[src/rtl/mem_store_ser.sv]
// mem_store_ser: byte-serial store engine (SB/SH/SW), LSB first at ascending addresses on the grant-gated 8-bit RAM port; done_o pulses on completion
module mem_store_ser #(
  parameter int ADDR_W = 32
) (
  input  logic              clk,
  input  logic              rst,
  input  logic              st_valid_i,
  output logic              st_ready_o,
  input  logic [1:0]        st_size_i,
  input  logic [ADDR_W-1:0] st_addr_i,
  input  logic [31:0]       st_data_i,
  input  logic              gnt_RAM_i,
  output logic              we_RAM_o,
  output logic [ADDR_W-1:0] waddr_RAM_o,
  output logic [7:0]        wdata_RAM_o,
  output logic              done_o,
  output logic              busy_o
);
  typedef enum logic [1:0] {IDLE, WRITE, DONE} state_t;
  state_t state, state_n;
  logic [31:0] data;
  logic [1:0]  last, k;
  assign st_ready_o = state == IDLE;
  assign busy_o = state != IDLE;
  always_comb
    state_n = state == IDLE  ? (st_valid_i ? (st_size_i == 2'b11 ? DONE : WRITE) : IDLE) :
              state == WRITE ? (gnt_RAM_i && k == last ? DONE : WRITE) : IDLE;
  always_ff @(posedge clk)
    if (!rst) state <= IDLE;
    else state <= state_n;
  always_ff @(posedge clk)
    if (!rst) begin
      k <= 2'd0;
      last <= 2'd0;
      data <= 32'd0;
      we_RAM_o <= 1'b0;
      waddr_RAM_o <= '0;
      wdata_RAM_o <= 8'd0;
      done_o <= 1'b0;
    end else begin
      done_o <= state_n == DONE;
      we_RAM_o <= state_n == WRITE;
      if (state == IDLE && st_valid_i && st_size_i != 2'b11) begin
        k <= 2'd0;
        last <= st_size_i == 2'b00 ? 2'd0 : st_size_i == 2'b01 ? 2'd1 : 2'd3;
        data <= st_data_i;
        waddr_RAM_o <= st_addr_i;
        wdata_RAM_o <= st_data_i[7:0];
      end else if (state == WRITE && gnt_RAM_i && k != last) begin
        k <= k + 2'd1;
        data <= data >> 8;
        waddr_RAM_o <= waddr_RAM_o + ADDR_W'(1);
        wdata_RAM_o <= data[15:8];
      end
    end
endmodule

[config.mk]
export PLATFORM = sky130hd
export DESIGN_NAME = mem_store_ser
export DESIGN_NICKNAME = d
export VERILOG_FILES = /design/src/rtl/mem_store_ser.sv
export SDC_FILE = /design/constraint.sdc
export NUM_CORES = 1
export LEC_CHECK = 0
export CORE_ASPECT_RATIO = 1.1
export CORE_MARGIN = 2
export CORE_UTILIZATION = 58
export DETAILED_ROUTE_END_ITERATION = 12
export DONT_BUFFER_PORTS = 1
export PLACE_DENSITY = 0.74
export SETUP_SLACK_MARGIN = 0.02
export SLEW_MARGIN = 20
export SYNTH_ARGS = -nofsm -noshare
export SYNTH_HDL_FRONTEND = slang
export SYNTH_SLANG_ARGS = --single-unit
[constraint.sdc]
create_clock -name clk -period 2.55 [get_ports clk]
set_clock_uncertainty 0.2 [all_clocks]
set_input_delay 0.51 -clock clk [delete_from_list [all_inputs] [get_ports clk]]
set_output_delay 0.51 -clock clk [all_outputs]
set_load 0.05 [all_outputs]
# ---- After elaboration in Yosys (flattened, before gate mapping)
# Index checks and enable logic that the tools add are counted.
dict set report op_classes {
  add_sub_neg 2
  eq_ne 8
  n_mux 13
  bitwise_logic 1
  reduce_logical 10
}
# op n
set op_table {}
lappend op_table {{$mux 32} 4}
lappend op_table {{$add 32x1->32 const B} 1}
lappend op_table {{$mux 8} 2}
lappend op_table {{$mux 2} 7}
lappend op_table {{$eq 2x1->1 const B} 3}
lappend op_table {{$logic_and 1x1->1} 5}
lappend op_table {{$eq 2x2->1 const B} 2}
lappend op_table {{$logic_not 2->1} 2}
lappend op_table {{$reduce_bool 2->1} 2}
lappend op_table {{$add 2x1->2 const B} 1}
lappend op_table {{$eq 2x2->1} 1}
lappend op_table {{$ne 2x2->1} 1}
lappend op_table {{$ne 2x2->1 const B} 1}
lappend op_table {{$reduce_or 2->1} 1}
lappend op_table {{$not 1->1} 1}
dict set report word_totals {
  register_bits 80
  elab_cells 42
}

# ---- Logic depth before layout (Yosys ltp)
dict set report depth {
  depth_word 6
  depth_mapped 7
}

# ---- Worst setup path after synthesis
# OpenSTA, ideal clock, no wires.
dict set report synth_timing {
  path_type {register to register}
  start {register state[0]}
  end {register data[27]}
  t_arrival_ns 2.087
  t_required_ns 2.280
  slack_ns 0.193
  path_stages_with_launch 7
  cell_sequence {dfxtp_1 nor2_1 nand2_1 a21oi_2 clkbuf_1 nand2_1 a21oi_1}
}
dict set report synth_via {
  elab_chain_cells 4
  word_cells_on_any_way 8
  cone_classes {eq/ne (1); mux (1); reduce/logical (6)}
}
# element line
set synth_lines {}
lappend synth_lines {{start: declaration} 20} ;# state_t state, state_n;
lappend synth_lines {{start signal: assignment} 30} ;# else state <= state_n;
lappend synth_lines {{$logic_not 2->1 *} n/a}
lappend synth_lines {{via st_ready_o} 8} ;# output logic st_ready_o,
lappend synth_lines {{$logic_and 1x1->1 * (2 in series)} 43} ;# if (state == IDLE && st_valid_i && st_size_i != 2'b11) begin
lappend synth_lines {{$mux 32 / $reduce_bool 2->1 (equally long branches)} n/a}
lappend synth_lines {{end signal: assignment} 46} ;# data <= st_data_i;
lappend synth_lines {{end signal: assignment} 51} ;# data <= data >> 8;
lappend synth_lines {{end: declaration} 21} ;# logic [31:0] data;
# Mark *: on every way through the listed nets, which the timed path passes. The rest lies on a longest branch.
# A chain may end at the register's enable or synchronous reset.

# ---- Worst setup path in the final report
dict set report layout_timing {
  start {register state[0]}
  end {output busy_o}
}
dict set report layout_via {
  elab_chain_cells 1
}
# element line
set layout_lines {}
lappend layout_lines {{$reduce_bool 2->1} 24} ;# assign busy_o = state != IDLE;
lappend layout_lines {{end: declaration} 17} ;# output logic busy_o
# No other way between the ends.

==> flow_metrics.py <==
metrics = {
    "die": {
        "die-width_um": 78.2,
        "die_height_um": 85.6,
        "io-pin-count": 114,
        "row_count": 29,
        "die-area_um2": 6690,
        "core_um2": 5810,
        "initial_core_util_pct": 60.5,
    },
    "power_and_ir_drop": {
        "power_density_nw_per_um2": 730,
        "power_mw": 2.88,
        "vdd_drop_max_uv": 405,
        "leakage_nw": 1.33,
    },
    "drt": {
        "drc": 0,
        "avgViaCountPerCell": 5.90,
        "avgRoutedWirePerCell_um": 16.0,
        "vias": 3084,
        "firstDrtPassIters": 4,
        "ant_nets": 0,
        "top_layer": "met4",
        "wirelength_um": 8360,
        "wl_met1_um": 3780,
        "wl_met3_um": 685,
        "routed-wl-met2_um": 3720,
        "drt_iter0_drc": 124,
    },
    "min_path": {
        "hold_depth": 1,
        "holdPathEnd": "waddr_RAM_o[16]",
        "hold_path.class": "input port to register",
        "min-delay-start": "rst",
    },
    "finish": {
        "finalInstanceArea_um2": 3940,
        "antenna_cells": 0,
        "drive_gt1_share_pct": 15.7,
        "syn_to_final_growth_pct": 12.2,
        "fin_nets": 512,
        "n_fill_cell": 499,
    },
    "global_routing": {
        "grt_pass1_vias": 2884,
        "grt_pass1_wl_um": 13500,
        "gr-usage-all-layers_pct": 25.5,
        "grt_overflow_total": 0,
        "antenna_found_initial": 0,
        "grt_max_degree": 62,
    },
    "clock_tree": {
        "cts_root_buffer": "clkbuf_8",
        "clock_latency_ns": 0.34,
        "numClockSinks": 72,
        "cts_hold_buf": 0,
        "path_clk_slew_ns": 0.07,
        "clk_path_buf_depth": 2,
        "postCtsSetupBuffers": 0,
        "cts-resized-gates": 0,
        "htree_levels": 3,
        "cts_tree": "yes",
        "cts_buffers": 9,
    },
    "placed_design": {
        "dp_hpwl_um": 5790,
        "gp_congestion": 0.872,
        "io_buffers": 0,
        "dpl_cell_area_um2": 3720,
    },
    "timing": {
        "hold_viol_final": 0,
        "setup_viol_count_final": 0,
        "tightest_slew_ns": 0.630,
        "rsz0062_at_grt": "false",
        "slew_headroom_pct": 57.9,
        "maxSlewViolCount": 0,
        "tns_ns": 0,
        "post-route-period-util_pct": 83.9,
        "min_period_ns": 2.14,
        "fmax_mhz": 468,
    },
    "synth": {
        "synth_area_um2": 3510,
        "synth-edff-count": 0,
        "yosysWarnings": 0,
        "yosysTopAreaCell": "dfxtp_1",
        "ys_ff_latch": 72,
        "synthArstFlopShare_pct": 0,
        "synth_top_area_share_pct": 41.0,
        "synthCells": 431,
        "ys_seq_area_share_pct": 41.0,
        "avgSynthCellArea_um2": 8.15,
        "ys_top_cells_by_area": "dfxtp_1, nand2_1, a311oi_1",
        "yosys_most_used_dff": "dfxtp_1",
        "yosysUniqueCellTypes": 44,
        "syn_nets": 502,
    },
    "critical_path": {
        "ff2ff_path_depth": 6,
        "required_ns": 1.84,
        "regToRegEndpoint": "waddr_RAM_o[16]",
        "crit_arrival_ns": 1.43,
        "critPathKind": "register to output port",
        "r2r_slack_ns": 0.46,
        "crit_fanout": 5,
        "endpoint_kind": "output port",
        "cp-start-kind": "register",
        "reg2reg_from": "k[0]",
    },
    "run": {
        "max_cap_violations": 0,
    },
    "status": {
        "status": "finished clean",
    },
}
cells by family after synthesis:
group,synth area share (%)
adders and majority gates,0.356
AOI/OAI and AO/OA,20.0
buffers and inverters,6.63
DFF,41.0
and+or+nand+nor,24.8
xor gates and xnor gates,7.16
state kept, by name (all words and copies together) (netlist names):
register,cells
waddr_RAM_o,32
data,25
wdata_RAM_o,7
k,2
last,2
state,2
done_o,1
we_RAM_o,1
worst max path at each step:
stage	endpoint	startpoint	depth (start not counted)	slack, ns
2_1_floorplan	data[27]	state[0]	6	0.19
3_3_place_gp	waddr_RAM_o[19]	gnt_RAM_i	6	0.48
3_5_place_dp	waddr_RAM_o[9]	gnt_RAM_i	6	0.44
4_1_cts	busy_o	state[0]	4	0.39
5_1_grt	waddr_RAM_o[17]	k[1]	5	0.34
6_report	busy_o	state[0]	4	0.41
placed cells by master, fill, tap and decap left out, types with 2 or more instances in the layout:
cell        Yosys  final
and3_1          2      2
nor3_1         10     10
bufinv_16       0      2
a21oi_1        33     33
nor3_2          3      3
and4_1          5      5
nand2_1        73     73
nand4_1         6      6
nor4_2          4      4
o311ai_0        3      3
a31oi_1         4      4
a211oi_1        2      2
xor2_2          2      2
o21a_1          2      2
dfxtp_1        72     72
nor3b_1         2      2
or3_1           2      2
nand3_1        21     20
nor4_1          6      6
clkbuf_8        0     10
inv_1           8      8
xnor2_1        24     24
buf_4           9     37
nor2_1         41     41
o21ai_0        24     24
clkinvlp_4      0      2
a311oi_1       26     26
layer usage:
| layer | up-vias | global-route usage (%) |
|---|---|---|
| met2 | 125 | 38.4 |
| met4 | 0 | 12.8 |
| met5 | - | 0 |
| met3 | 14 | 7.58 |
| met1 | 1397 | 33.3 |
| li1 | 1548 | - |
synthesized netlist by cell type (all sizes together) (2+ instances only):
cell / instances
a211oi: 2
a21oi: 34
a311oi: 26
a31oi: 4
and3: 2
and4: 5
buf: 14
clkbuf: 25
dfxtp: 72
inv: 8
nand2: 73
nand3: 21
nand4: 6
nor2: 41
nor3: 13
nor3b: 2
nor4: 11
o21a: 2
o21ai: 26
o311ai: 3
or3: 2
xnor2: 24
xor2: 3
cell type report:
class | instances | area [um2] | area share, %
Clock buffer | 11 | 141 | 3.59
Clock inverter | 5 | 80.1 | 2.03
Inverter | 9 | 33.8 | 0.857
Multi-Input combinational cell | 311 | 1850 | 47.0
Sequential cell | 72 | 1440 | 36.6
Tap cell | 77 | 96.3 | 2.44
Timing Repair Buffer | 38 | 298 | 7.56
through the flow:
| stage | utilization [%] | instances | hold WS (ns) | setup slack, ns |
|---|---|---|---|---|
| finish | 67.9 | 523 | 0.0986 | 0.411 |
| global route | 67.9 | 523 | 0.0791 | 0.337 |
| CTS | 67.9 | 523 | 0.0802 | 0.385 |
| detailed placement | 64.1 | 507 | 0.261 | 0.438 |
| global placement | 64.1 | 507 | 0.255 | 0.477 |
| floorplan | - | 431 | 0.248 | 0.193 |
critical path: stages, from the launching register on:
cell and delay (ns):
dfxtp_1 0.35, nor2_1 0.24, buf_4 0.26, inv_1 0.05, buf_4 0.18
power by group:
part           total (mW)  switching (mW)  internal [mW]
Clock               0.995           0.419          0.576
Sequential           1.36           0.141           1.22
Combinational       0.518           0.353          0.165
Power figures use the tool's default switching activity.
